--- config.mk ---
export PLATFORM = sky130hd
export DESIGN_NAME = cmd_frame_assembler
export DESIGN_NICKNAME = d
export VERILOG_FILES = /design/src/rtl/cmd_frame_assembler.sv
export SDC_FILE = /design/constraint.sdc
export NUM_CORES = 1
export LEC_CHECK = 0
export BUFFER_PORTS_ARGS = -buffer_cell sky130_fd_sc_hd__buf_2
export CAP_MARGIN = 15
export CORE_ASPECT_RATIO = 1.75
export CORE_UTILIZATION = 57
export DETAILED_ROUTE_END_ITERATION = 6
export PLACE_DENSITY = 0.81
export SLEW_MARGIN = 20
export SYNTH_ARGS = -nofsm -noshare
export SYNTH_HDL_FRONTEND = slang
export SYNTH_SLANG_ARGS = --single-unit
--- constraint.sdc ---
create_clock -name sysClk -period 6.61 [get_ports sysClk]
set_clock_uncertainty 0.2 [all_clocks]
set_input_delay 0.3305 -clock sysClk [delete_from_list [all_inputs] [get_ports sysClk]]
set_output_delay 0.3305 -clock sysClk [all_outputs]
set_load 0.03 [all_outputs]
--- src/rtl/cmd_frame_assembler.sv ---
// cmd_frame_assembler
//   Builds one command from an SPI byte stream. The first byte of a frame is
//   the opcode, and up to DATA_BYTES payload bytes follow it. A frame closes
//   on frame_end, or after GAP_CYCLES consecutive idle cycles when GAP_CYCLES
//   is nonzero. At close the opcode is classified as read, camwrite or mem.
//   A good frame is registered onto instruction/data, and the matching class
//   valid is held until out_ack. A bad frame gives a one-cycle frame_err.
//
//   Optional build macro:
//     CMD_FRAME_LEN_CHECK_EN -- reject any frame whose byte count (opcode
//     included) is not DATA_BYTES+1. Without this macro, a short frame is
//     delivered zero-padded and an over-length frame is delivered truncated.
module cmd_frame_assembler #(
    parameter int DATA_BYTES = 8,
    parameter int GAP_CYCLES = 4
) (
    input  logic                    sysClk,
    input  logic                    reset,
    input  logic [7:0]              byte_in,
    input  logic                    rx_valid,
    input  logic                    frame_end,
    input  logic                    out_ack,
    output logic [7:0]              instruction,
    output logic [DATA_BYTES*8-1:0] data,
    output logic                    valid_buffer_for_camwrite,
    output logic                    valid_buffer_for_read,
    output logic                    valid_buffer_for_mem,
    output logic                    frame_err,
    output logic                    rx_drop
);

    // The byte count saturates one above a full frame. An over-length frame
    // therefore stays distinguishable from an exact-length frame, however long
    // it runs.
    localparam int CNT_MAX_I = DATA_BYTES + 2;
    localparam int CNT_W     = $clog2(CNT_MAX_I + 1);
    localparam int GAP_W     = (GAP_CYCLES > 0) ? $clog2(GAP_CYCLES + 1) : 1;

    localparam logic [CNT_W-1:0] CNT_ONE  = CNT_W'(1);
    localparam logic [CNT_W-1:0] CNT_FULL = CNT_W'(DATA_BYTES + 1);
    localparam logic [CNT_W-1:0] CNT_MAX  = CNT_W'(CNT_MAX_I);
    localparam logic [GAP_W-1:0] GAP_MAX  = GAP_W'(GAP_CYCLES);

    typedef enum logic [1:0] {
        IDLE,
        COLLECT,
        DELIVER
    } state_t;

    typedef enum logic [1:0] {
        CLS_NONE,
        CLS_READ,
        CLS_CAMWRITE,
        CLS_MEM
    } cmd_class_t;

    // Maps an opcode to its command class. Unlisted opcodes map to CLS_NONE.
    function automatic cmd_class_t classify(input logic [7:0] op);
        case (op)
            8'h00, 8'h02:                             classify = CLS_READ;
            8'h01, 8'h03, 8'h04, 8'h05, 8'h06, 8'h0B: classify = CLS_CAMWRITE;
            8'h07, 8'h08, 8'h09, 8'h0A:               classify = CLS_MEM;
            default:                                  classify = CLS_NONE;
        endcase
    endfunction

    state_t                  state;
    state_t                  state_next;
    logic [7:0]              opcode_q;
    logic [CNT_W-1:0]        byte_cnt;
    logic [CNT_W-1:0]        cnt_final;
    logic [GAP_W-1:0]        gap_cnt;
    logic [7:0]              payload      [DATA_BYTES];
    logic [7:0]              payload_next [DATA_BYTES];
    logic [DATA_BYTES*8-1:0] data_next;
    cmd_class_t              opcode_class;
    logic                    gap_hit;
    logic                    len_ok;

    // Control strobes from the FSM to the datapath.
    logic start_frame;
    logic accept_byte;
    logic deliver_cmd;
    logic reject_cmd;
    logic release_cmd;
    logic drop_byte;

    assign opcode_class = classify(opcode_q);

    // Count after this cycle. A byte that arrives in the closing cycle is
    // part of the frame, so the length check has to see it.
    assign cnt_final = (rx_valid && (byte_cnt != CNT_MAX)) ? byte_cnt + CNT_ONE : byte_cnt;

`ifdef CMD_FRAME_LEN_CHECK_EN
    assign len_ok = (cnt_final == CNT_FULL);
`else
    assign len_ok = 1'b1;
`endif

    // The timeout fires in the idle cycle that brings the gap count up to
    // GAP_CYCLES. The frame therefore closes after exactly GAP_CYCLES idle cycles.
    generate
        if (GAP_CYCLES > 0) begin : g_gap
            localparam logic [GAP_W-1:0] GAP_LAST = GAP_W'(GAP_CYCLES - 1);
            assign gap_hit = !rx_valid && (gap_cnt == GAP_LAST);
        end else begin : g_no_gap
            assign gap_hit = 1'b0;
        end
    endgenerate

    // State register.
    always_ff @(posedge sysClk or posedge reset) begin
        if (reset) begin
            state <= IDLE;
        end else begin
            // NOTE: clocked state uses non-blocking assignments so every
            // register samples pre-edge values regardless of block order.
            state <= state_next;
        end
    end

    // Next-state decode and control strobes.
    always_comb begin
        // NOTE: every output of this block gets a default first; a path that
        // left one unassigned would infer a latch.
        state_next  = state;
        start_frame = 1'b0;
        accept_byte = 1'b0;
        deliver_cmd = 1'b0;
        reject_cmd  = 1'b0;
        release_cmd = 1'b0;
        drop_byte   = 1'b0;

        case (state)
            IDLE: begin
                // frame_end is meaningless before a frame starts.
                if (rx_valid) begin
                    start_frame = 1'b1;
                    state_next  = COLLECT;
                end
            end

            COLLECT: begin
                accept_byte = rx_valid;
                if (frame_end || gap_hit) begin
                    if (len_ok && (opcode_class != CLS_NONE)) begin
                        deliver_cmd = 1'b1;
                        state_next  = DELIVER;
                    end else begin
                        reject_cmd = 1'b1;
                        state_next = IDLE;
                    end
                end
            end

            DELIVER: begin
                // Bytes are never queued behind a pending command. A byte in
                // the acknowledge cycle is dropped too.
                drop_byte = rx_valid;
                if (out_ack) begin
                    release_cmd = 1'b1;
                    state_next  = IDLE;
                end
            end

            default: state_next = IDLE;
        endcase
    end

    // Payload buffer update and packing. Index 0 lands in the data MSBs.
    always_comb begin
        payload_next = payload;
        if (start_frame) begin
            payload_next = '{default: 8'h00};
        end else if (accept_byte) begin
            // Payload index is byte_cnt-1. Bytes past DATA_BYTES match no slot
            // and are discarded.
            for (int i = 0; i < DATA_BYTES; i++) begin
                if (byte_cnt == CNT_W'(i + 1)) begin
                    payload_next[i] = byte_in;
                end
            end
        end

        data_next = '0;
        for (int i = 0; i < DATA_BYTES; i++) begin
            data_next[(DATA_BYTES - 1 - i) * 8 +: 8] = payload_next[i];
        end
    end

    // Frame datapath: opcode, counters, payload buffer and registered outputs.
    always_ff @(posedge sysClk or posedge reset) begin
        if (reset) begin
            opcode_q                  <= 8'h00;
            byte_cnt                  <= '0;
            gap_cnt                   <= '0;
            // NOTE: the payload buffer is small, and its contents after reset
            // are observable (zero padding), so it is reset like any other
            // register rather than left as unreset RAM.
            payload                   <= '{default: 8'h00};
            instruction               <= 8'h00;
            data                      <= '0;
            valid_buffer_for_camwrite <= 1'b0;
            valid_buffer_for_read     <= 1'b0;
            valid_buffer_for_mem      <= 1'b0;
            frame_err                 <= 1'b0;
            rx_drop                   <= 1'b0;
        end else begin
            frame_err <= reject_cmd;
            rx_drop   <= drop_byte;
            payload   <= payload_next;

            if (start_frame) begin
                opcode_q <= byte_in;
                byte_cnt <= CNT_ONE;
                gap_cnt  <= '0;
            end else if (state == COLLECT) begin
                byte_cnt <= cnt_final;
                if (rx_valid) begin
                    gap_cnt <= '0;
                end else if (gap_cnt != GAP_MAX) begin
                    gap_cnt <= gap_cnt + GAP_W'(1);
                end
            end

            if (deliver_cmd) begin
                instruction               <= opcode_q;
                data                      <= data_next;
                valid_buffer_for_camwrite <= (opcode_class == CLS_CAMWRITE);
                valid_buffer_for_read     <= (opcode_class == CLS_READ);
                valid_buffer_for_mem      <= (opcode_class == CLS_MEM);
            end else if (release_cmd) begin
                valid_buffer_for_camwrite <= 1'b0;
                valid_buffer_for_read     <= 1'b0;
                valid_buffer_for_mem      <= 1'b0;
            end
        end
    end

endmodule

==> metrics.cfg <==
[outcome]
status = finished, final reports clean

[finish]
design_area_um2 = 7410
nets = 644
area_growth_syn_to_layout_pct = 16.4
seqCellArea_um2 = 3950
drive_gt1_frac = 0.222
post-route-util = 0.689
multiInputGateArea_um2 = 2150
stdcell_count = 766
fillers = 777
diodes = 0

[synthesis]
yosys-top-cells-area = dfrtp_1 62%, mux2i_1 11%, nand2_1 4.2%
synth.distinct_cells = 41
synth_top_cell_by_area = dfrtp_1
syn_inst = 550
postSynth.asyncResetShare = 1.00
synth_common_cells = 158 x dfrtp_1, 71 x nand2_1, 68 x mux2i_1, 67 x nor2_1, 46 x o21ai_0
synth_area_um2 = 6370
synth_flop_cell = dfrtp_1
yosysMostFrequentCell = dfrtp_1
synth_top_area_share = 0.621
ys_seq_elements = 158
synth_seq_area_share = 0.621
synth_edf_count = 0
syn_nets = 570
avgSynthCellArea_um2 = 11.6
ys_warn_count = 0

[sta]
setup_tns_ps = 0
rsz0062_at_grt = no
max_slew_margin = 0.377
finalSetupViolations = 0
timing_worst_slew_pin_value_ps = 934
finalMaxSlewViolations = 0
layout_min_cycle_time_ps = 2640
max_freq_mhz = 378
hold_violations = 0
fin_crit_sh = 0.400

[setup_path]
r2r-start = state[0]
critical_path_depth = 3
ff2ff_path_depth = 3
crit_family = simple AND/OR/NAND/NOR gates
end_kind = flip-flop
crit_type = reg2reg
critPathRequiredTime_ps = 6710
critical_path.cell_chain = nor3b_4 -> buf_4 -> mux2_2
startpoint_type = flip-flop
max_stage_delay_ps = 780
setup.worst_path.start = state[0]
arrival_ps = 2740
slowest_stage = nor3b_4
crit_buf_inv = 1
critPathMaxFanout = 56

[cts]
cts_buffers = 17
cts_tree = built
cts_buffer_depth = 2
htreeDepth = 4
insertion_delay_ps = 420
cts_resized = 0
cts_sinks = 158
root_buffer = clkbuf_16
path_clk_slew_ps = 60

[die]
initial_utilization = 0.592
die_w_um = 81.9
ios = 90
fp-row-count = 50
core-area_um2 = 10800
dieArea_um2 = 11600
die_h_um = 142

[power_and_ir_drop]
switchingPower_uw = 1050
power.leakage_uw = 0.00386
swShare = 0.338
internal_power_uw = 2050
power_density_nw_per_um2 = 418
p_clk_frac = 0.316
power.combinational.fraction = 0.258
ir_drop_mv = 0.260
p_seq_frac = 0.426

[global_routing]
grt_max_degree = 83
grt_pass1_wl_um = 21400
antenna_found_initial = 0
grt_pass1_vias = 4242
grt_util_all_layers = 0.249
grt-ovfl-total = 0

[placement]
dp_hpwl_um = 8380
place_area_um2 = 6790
gp_congestion = 0.762
portBuffers = 89
place_inst = 732

[detailed_routing]
wl_per_cell_um = 17.2
wirelength_um = 13200
drt_iter0_markers = 296
first_pass_iters = 6
remaining_drc_errors = 0
ant_nets = 0
routed_via_density = 5.52
vias = 4231

[worst_hold_path]
hp-class = in2reg
min_from = rx_valid
holdPathStages = 2

[flow_run]
drv_cap = 0

[final timing paths]
check	to	slack, ps
min in group asynchronous	instruction[6]	390
worst max register to register	opcode_q[4]	3970
worst min register to register	data[48]	280
max in group asynchronous	data[38]	4430
worst max-delay path	opcode_q[4]	3970
worst min-delay path	rx_drop	120
[registers in the layout, summed over array words and instances, names as in the netlist]
name and count:
valid_buffer_for_mem 1, state 2, byte_cnt 4, rx_drop 1, gap_cnt 3, data 64, frame_err 1, valid_buffer_for_camwrite 1
opcode_q 8, payload 64, instruction 8, valid_buffer_for_read 1
[worst register-to-register path: stages (launching register included)]
cell and delay (ps):
dfrtp_1 490, nor3b_4 780, buf_4 620, mux2_2 430
[logic make-up after synthesis]
family / synth area share
simple gates: 0.117
fa+ha+maj: 0.0138
flops: 0.621
buf+inv: 0.0440
compound gates: 0.0768
xor+xnor: 0.00138
mux: 0.126
[metal layers]
layer	up-vias	routed length (µm)	track usage
li1	1972	-	-
met1	2115	5330	0.313
met2	133	7040	0.418
met3	11	634	0.0592
met4	0	177	0.0785
met5	-	0	0
[power groups by stage]
| stage | Sequential, µW | Combinational, µW | Clock [µW] |
|---|---|---|---|
| floorplan | 1490 | 410 | 0 |
| global placement | 1320 | 764 | 0 |
| detailed placement | 1330 | 793 | 0 |
| CTS | 1320 | 805 | 988 |
| global route | 1350 | 875 | 1020 |
| finish | 1320 | 798 | 979 |
[cells in the final DEF, fill, tap and decap left out, types with 3 or more instances in the layout]
cell type      count
buf_4              4
and3_1             5
a21oi_1            6
o21ai_0           46
mux2_2             7
clkinv_2           4
clkinvlp_4         3
bufinv_16          3
inv_1              9
nor2_1            67
clkbuf_16         17
o21ai_1           24
buf_2             89
and2_1             4
dlygate4sd3_1      3
mux2i_1           68
nor2b_1            3
ha_1               7
nand2_1           71
nand3_1            3
dfrtp_1          158
mux2_4             3
[area by class of cell]
class	count	share of cell area
clock buffers	20	0.0616
clock inverters	11	0.0191
inverters	10	0.00574
multi-input cells	341	0.290
flip-flops and latches	158	0.533
well taps	130	0.0219
repair buffers	96	0.0682
[stage by stage]
step | power [µW] | setup WS, ps | hold slack [ps]
floorplan | 1900 | 1820 | 224
global placement | 2080 | 4060 | 262
detailed placement | 2130 | 3970 | 266
CTS | 3110 | 4000 | 112
global route | 3240 | 3840 | 119
finish | 3100 | 3970 | 124
[what timing repair did]
item / CTS / global route
endpoints found under the hold margin: 83 / 0
setup buffers: 0 / 0
hold buffers: 3 / 0
Note: power is estimated with default switching activity, not from simulation.
